$ cat config.mk
export PLATFORM = sky130hd
export DESIGN_NAME = seg_scan_mux
export DESIGN_NICKNAME = d
export VERILOG_FILES = /design/src/rtl/seg_scan_mux.sv
export SDC_FILE = /design/constraint.sdc
export NUM_CORES = 1
export LEC_CHECK = 0
export BUFFER_PORTS_ARGS = -buffer_cell sky130_fd_sc_hd__buf_4
export CAP_MARGIN = 20
export CELL_PAD_IN_SITES_DETAIL_PLACEMENT = 1
export CELL_PAD_IN_SITES_GLOBAL_PLACEMENT = 1
export CORE_AREA = 2 2 89 57
export DETAILED_ROUTE_END_ITERATION = 8
export DIE_AREA = 0 0 91 59
export GPL_TIMING_DRIVEN = 0
export HOLD_SLACK_MARGIN = 0.06
export PLACE_DENSITY = 0.82
export SLEW_MARGIN = 10
export SYNTH_ARGS = -nofsm -noshare
export SYNTH_HDL_FRONTEND = slang
export SYNTH_SLANG_ARGS = --single-unit
$ cat constraint.sdc
create_clock -name clk -period 1.9 [get_ports clk]
set_input_delay 0.095 -clock clk [delete_from_list [all_inputs] [get_ports clk]]
set_output_delay 0.095 -clock clk [all_outputs]
set_load 0.1 [all_outputs]
$ cat src/rtl/seg_scan_mux.sv
// Four-digit seven-segment scan multiplexer with per-slot guard blanking and
// per-digit blinking. All outputs are registered one cycle behind the state.
module seg_scan_mux #(
  parameter int unsigned SCAN_DIV  = 1000,
  parameter int unsigned GUARD     = 2,
  parameter int unsigned BLINK_DIV = 250
) (
  input  logic       clk,
  input  logic       reset,
  input  logic       enable,
  input  logic [6:0] seg0,
  input  logic [6:0] seg1,
  input  logic [6:0] seg2,
  input  logic [6:0] seg3,
  input  logic [3:0] blink_en,
  output logic [6:0] seg_out,
  output logic [3:0] dig_sel,
  output logic       frame_tick
);

  localparam int unsigned SW = (SCAN_DIV > 1) ? $clog2(SCAN_DIV) : 1;
  localparam int unsigned BW = (BLINK_DIV > 1) ? $clog2(BLINK_DIV) : 1;
  localparam logic [SW-1:0] ScanLast  = SW'(SCAN_DIV - 1);
  localparam logic [SW-1:0] GuardEnd  = SW'(GUARD);
  localparam logic [BW-1:0] BlinkLast = BW'(BLINK_DIV - 1);

  logic [SW-1:0] scan_cnt_q;
  logic [1:0]    digit_q;
  logic [BW-1:0] blink_cnt_q;
  logic          blink_phase_q;

  logic [6:0] cur_seg;
  logic       slot_end;
  logic       frame_end;
  logic       in_guard;

  always_comb begin
    cur_seg = seg0;
    case (digit_q)
      2'd0:    cur_seg = seg0;
      2'd1:    cur_seg = seg1;
      2'd2:    cur_seg = seg2;
      default: cur_seg = seg3;
    endcase
  end

  assign slot_end  = (scan_cnt_q == ScanLast);
  assign frame_end = slot_end && (digit_q == 2'd3);
  assign in_guard  = (scan_cnt_q < GuardEnd);

  always_ff @(posedge clk or posedge reset) begin
    if (reset) begin
      scan_cnt_q    <= '0;
      digit_q       <= 2'd0;
      blink_cnt_q   <= '0;
      blink_phase_q <= 1'b0;
      seg_out       <= 7'd0;
      dig_sel       <= 4'b1111;
      frame_tick    <= 1'b0;
    end else if (!enable) begin
      // Disabled looks exactly like reset, so re-enabling never shows a stale digit.
      scan_cnt_q    <= '0;
      digit_q       <= 2'd0;
      blink_cnt_q   <= '0;
      blink_phase_q <= 1'b0;
      seg_out       <= 7'd0;
      dig_sel       <= 4'b1111;
      frame_tick    <= 1'b0;
    end else begin
      scan_cnt_q <= slot_end ? '0 : scan_cnt_q + SW'(1);
      if (slot_end) begin
        digit_q <= digit_q + 2'd1;
      end
      frame_tick <= frame_end;
      if (frame_end) begin
        if (blink_cnt_q == BlinkLast) begin
          blink_cnt_q   <= '0;
          blink_phase_q <= ~blink_phase_q;
        end else begin
          blink_cnt_q <= blink_cnt_q + BW'(1);
        end
      end
      if (in_guard) begin
        seg_out <= 7'd0;
        dig_sel <= 4'b1111;
      end else begin
        // A blinked-off digit keeps its select; only the segments go dark.
        dig_sel <= ~(4'b0001 << digit_q);
        seg_out <= (blink_en[digit_q] && blink_phase_q) ? 7'd0 : cur_seg;
      end
    end
  end

endmodule

; Word-level counts from Yosys, hierarchy flattened
; Index checks and enable logic that the tools add are counted.
; Widths: inputs -> output; s select.
[word_totals]
in_bits = 35
out_inout_bits = 12
reg_bits = 33
[op_classes]
muxes = 19
n_bitwise = 2
shift = 1
eq_ne = 8
reduce_logical = 4
n_addsub = 3
n_lt_le_gt_ge = 2
[op_table]
columns = op, n
row1 = $mux 8, 3
row2 = $mux 7, 3
row3 = $pmux 7 s3, 1
row4 = $mux 10, 2
row5 = $add 10x1->10 const B, 1
row6 = $eq 10x10->1 const B, 1
row7 = $lt 10x2->1 const B, 1
row8 = $add 8x1->8 const B, 1
row9 = $eq 8x8->1 const B, 1
row10 = $mux 4, 2
row11 = $ne 2x1->1 const B, 3
row12 = $mux 1, 5
row13 = $eq 2x2->1 const B, 2
row14 = $mux 2, 2
row15 = $not 4->4, 1
row16 = $shl 1x2->4 const A, 1
row17 = $lt 2x3->1 const B, 1
row18 = $add 2x1->2 const B, 1
row19 = $bmux 1 s2, 1
row20 = $eq 2x1->1 const B, 1
row21 = $logic_and 1x1->1, 2
row22 = $logic_not 2->1, 1
row23 = $reduce_and 2->1, 1
row24 = $not 1->1, 1

; Longest topological paths before layout
[depth]
ltp_word = 6
mapped_depth = 7
ltp_nobuf = 6

; Worst setup path before layout
; Ideal clock, no wire load.
[synth_timing]
path_kind = flip-flop to flip-flop
startpoint = reg scan_cnt_q[0]
endpoint = reg blink_cnt_q[5]
stages_incl_launch_ff = 7
setup_ns = 0.122
t_arrival_ns = 1.444
path_buffers = 1
setup_slack_ns = 0.334
required_time_ns = 1.778
synth_period_minus_slack_ns = 1.566
cell_sequence = dfrtp_1 -> ha_1 -> and4_4 -> and4_2 -> buf_4 -> o21ai_0 -> a32o_1
[synth_between]
elab_chain_len = 3
[synth_lines]
columns = element, line
row1 = from (decl), 27  ; logic [SW-1:0] scan_cnt_q;
row2 = from (signal assigned), 70  ; scan_cnt_q <= slot_end ? '0 : scan_cnt_q + SW'(1);
row3 = $eq 10x10->1, 47  ; assign slot_end = (scan_cnt_q == ScanLast);
row4 = $logic_and 1x1->1, 48  ; assign frame_end = slot_end && (digit_q == 2'd3);
row5 = $ne 2x1->1 (no line), -
row6 = to (signal assigned), 80  ; blink_cnt_q <= blink_cnt_q + BW'(1);
row7 = to (decl), 29  ; logic [BW-1:0] blink_cnt_q;
; No other way between the ends.
; A chain may end at the register's enable or synchronous reset.

; Worst setup path in the final report
[layout_timing]
startpoint = reg scan_cnt_q[1]
endpoint = reg blink_cnt_q[0]
; The elaborated chain is that of the path after synthesis.

==> reports/qor.csv <==
stage;metric;value;unit
hold_path;hold_end;seg_out[1]$_DFF_PP0_;
detailed_routing;vias;1554;
synthesis;syn_area_per_cell;9.82;sq um
synthesis;synth-edff-count;0;
timing;relSlewSlack;0.615;
synthesis;yosysWarnings;0;
clock_tree;tritoncts;yes;
timing;setup_viol;0;
finish;n_antenna_cell;0;
power_and_ir_drop;comb_power_share;0.134;
die;die_h;59;um
timing;drv_slew;0;
die;coreArea;0.00447;sq mm
synthesis;yosys-top-cells-count;nor2_1, dfrtp_1, nand2_1;
worst_setup_path;r2r_slack;0.11;ns
detailed_routing;via_per_inst;5.18;
grt;grt_max_degree;22;
worst_setup_path;r2r-end;blink_cnt_q[0]$_DFFE_PP0P_;
timing;rsz0062_at_grt;no;
grt;grt_pass1_vias;1529;
timing;fin_hold_ws;0.0995;ns
power_and_ir_drop;powerDensity;740;mW/mm^2
placed_design;io_buffers;45;
finish;syn_to_final_growth;38.4;%
clock_tree;clock_latency;0.29;ns
clock_tree;cts_buffers;5;
placed_design;place_inst;284;
synthesis;yosysTopAreaCellShare;0.422;
power_and_ir_drop;swShare;0.244;
finish;finalNetCount;279;
power_and_ir_drop;power_leakage;1.06;nW
timing;fmax;559;MHz
worst_setup_path;required;2.11;ns
die;initial_utilization;0.384;
timing;period_share;0.941;
grt;gr-usage-all-layers;0.203;
power_and_ir_drop;seq_power_share;0.414;
outcome;status;finished, final reports clean;
worst_setup_path;reg2reg_depth;6;
clock_tree;cts_buffer_depth;2;
finish;postLayoutCoreUtil;0.532;
die;io_pins;47;
synthesis;synth_cell_type_count;39;
worst_setup_path;crit_fanout;10;
clock_tree;htreeDepth;2;
worst_setup_path;critPathArrivalTime;1.99;ns
power_and_ir_drop;vdd_drop_max;0.000274;V
synthesis;synthArstFlopShare;1.00;
power_and_ir_drop;p_sw;0.000429;W
flow_run;cap_violations;0;
worst_setup_path;path_class;flip-flop to flip-flop;
finish;seq_area;833;sq um
detailed_routing;drcViolationCount;0;
finish;instances_no_fill;300;
grt;globalRouteOverflowTotal;0;
timing;fin_crit;1.79;ns
timing;fin_skew;0.00352;ns
hold_path;hold-path-cell-count;3;
finish;drive_gt1_frac;0.316;
synthesis;synth_top_cell_by_area;dfrtp_1;
die;die_area;0.00537;sq mm
worst_setup_path;worstSetupEndpointType;flip-flop;
grt;antenna_found_initial;0;
power_and_ir_drop;clock_power_share;0.452;
synthesis;synth_nets;218;
synthesis;netlist_instances;175;
clock_tree;clk_pin_slew;0.07;ns
timing;finalSetupTns;0;ns
timing;worst_pin_slew;0.577;ns
finish;fill_cells;533;
die;row_count;19;
hold_path;hp-start;seg3[1];
synthesis;yosysMostFrequentCell;nor2_1;
detailed_routing;wl;5.10;mm
worst_setup_path;r2r_start;scan_cnt_q[1]$_DFF_PP0_;
detailed_routing;wire_per_inst;17.0;um
hold_path;hp-class;input port to flip-flop;
synthesis;synth_area;0.00172;sq mm
finish;multi_input_comb_area;817;sq um
detailed_routing;ant_nets;0;
placed_design;place.gp.congestion;0.840;
worst_setup_path;start_kind;flip-flop;
synthesis;ys_seq_elements;33;
power_and_ir_drop;intPower;0.00133;W
clock_tree;clkSinkCount;33;
placed_design;dp_hpwl;3.84;mm
synthesis;synth_area_leaders;dfrtp_1, nor2_1, dfstp_2;
clock_tree;root_buffer;clkbuf_8;
timing;hold_viol;0;
detailed_routing;dr.pass1.iters;5;
synthesis;ys.flop_type;dfrtp_1;
detailed_routing;drt_iter0_drc;86;
synthesis;synth.yosys.seq_area_share;0.484;
die;die_x;91;um
grt;grt_first_pass_wirelength;8.12;mm
[worst max-delay path by stage]
stage                                 start                         end  cells after the start
floorplan           scan_cnt_q[0]$_DFF_PP0_  blink_cnt_q[5]$_DFFE_PP0P_                      6
global route         digit_q[1]$_DFFE_PP0P_        seg_out[6]$_DFF_PP0_                      7
global placement     digit_q[0]$_DFFE_PP0P_        seg_out[6]$_DFF_PP0_                      7
CTS                  digit_q[0]$_DFFE_PP0P_        seg_out[6]$_DFF_PP0_                      7
detailed placement   digit_q[0]$_DFFE_PP0P_        seg_out[6]$_DFF_PP0_                      7
finish              scan_cnt_q[1]$_DFF_PP0_  blink_cnt_q[0]$_DFFE_PP0P_                      6
[cells by family (layout without fill, tap and decap cells)]
kind of cell	count (synthesis)	count (layout)	share of synthesized area
flops	33	33	0.484
fa+ha+maj	8	8	0.0583
compound gates	33	33	0.130
xor+xnor	8	8	0.0408
mux	2	2	0.0189
buf+inv	15	77	0.0408
simple gates	76	76	0.227
[routing by layer]
layer / global-route usage / part of all wire / up-vias
li1: - / - / 745
met1: 0.289 / 0.49 / 774
met2: 0.305 / 0.46 / 28
met3: 0.0585 / 0.044 / 7
met4: 0.0584 / 0.013 / 0
met5: 0 / 0 / -
[power groups by stage]
stage	combinational, W	sequential [W]	clock, W
2_1_floorplan	0.0000536	0.000815	0
3_3_place_gp	0.000214	0.000741	0
3_5_place_dp	0.000225	0.000742	0
4_1_cts	0.000236	0.000729	0.000811
5_1_grt	0.000251	0.000730	0.000846
6_report	0.000236	0.000729	0.000794
[state kept, by name, indices dropped and copies added (netlist names)]
| signal | count |
|---|---|
| blink_cnt_q | 8 |
| blink_phase_q | 1 |
| dig_sel | 4 |
| digit_q | 2 |
| frame_tick | 1 |
| scan_cnt_q | 10 |
| seg_out | 7 |
[worst max-delay path, stage by stage, from the launching register on]
cell and delay [ns]:
dfrtp_1 0.40, ha_1 0.24, and4_4 0.28, nand4_4 0.12, buf_6 0.16, or3_1 0.32, a21oi_1 0.18
[cell usage in the layout (no fill, tap or decap), types with 6 or more instances in the layout]
cell           count
dfrtp_1           27
a222oi_1           7
nand2_1           16
ha_1               8
buf_4             49
nand3_1            6
dlygate4sd3_1      6
a21oi_1           14
inv_1              6
nor2_1            30
[what timing repair did]
action / CTS / global route
hold buffers: 6 / 0
buffers inserted: 0 / 3
setup endpoints to repair: 0 / 7
endpoints found under the hold margin: 17 / 0
gates resized for setup: 0 / 2
[stage by stage]
stage	power, W	cell area, sq um	worst slack (ns)
2_1_floorplan	0.000868	1720	0.334
3_3_place_gp	0.000955	2130	0.0541
3_5_place_dp	0.000967	2160	0.0456
4_1_cts	0.00178	2360	0.0367
5_1_grt	0.00183	2380	0.0174
6_report	0.00176	2380	0.111
[area by class of cell]
type                    count  area share
flip-flops and latches     33       0.351
multi-input cells         127       0.344
repair buffers             55       0.188
well taps                  63      0.0332
clock buffers               5      0.0289
clock inverters             3      0.0274
plain buffers               8      0.0184
inverters                   6     0.00947
Power figures use the tool's default switching activity.
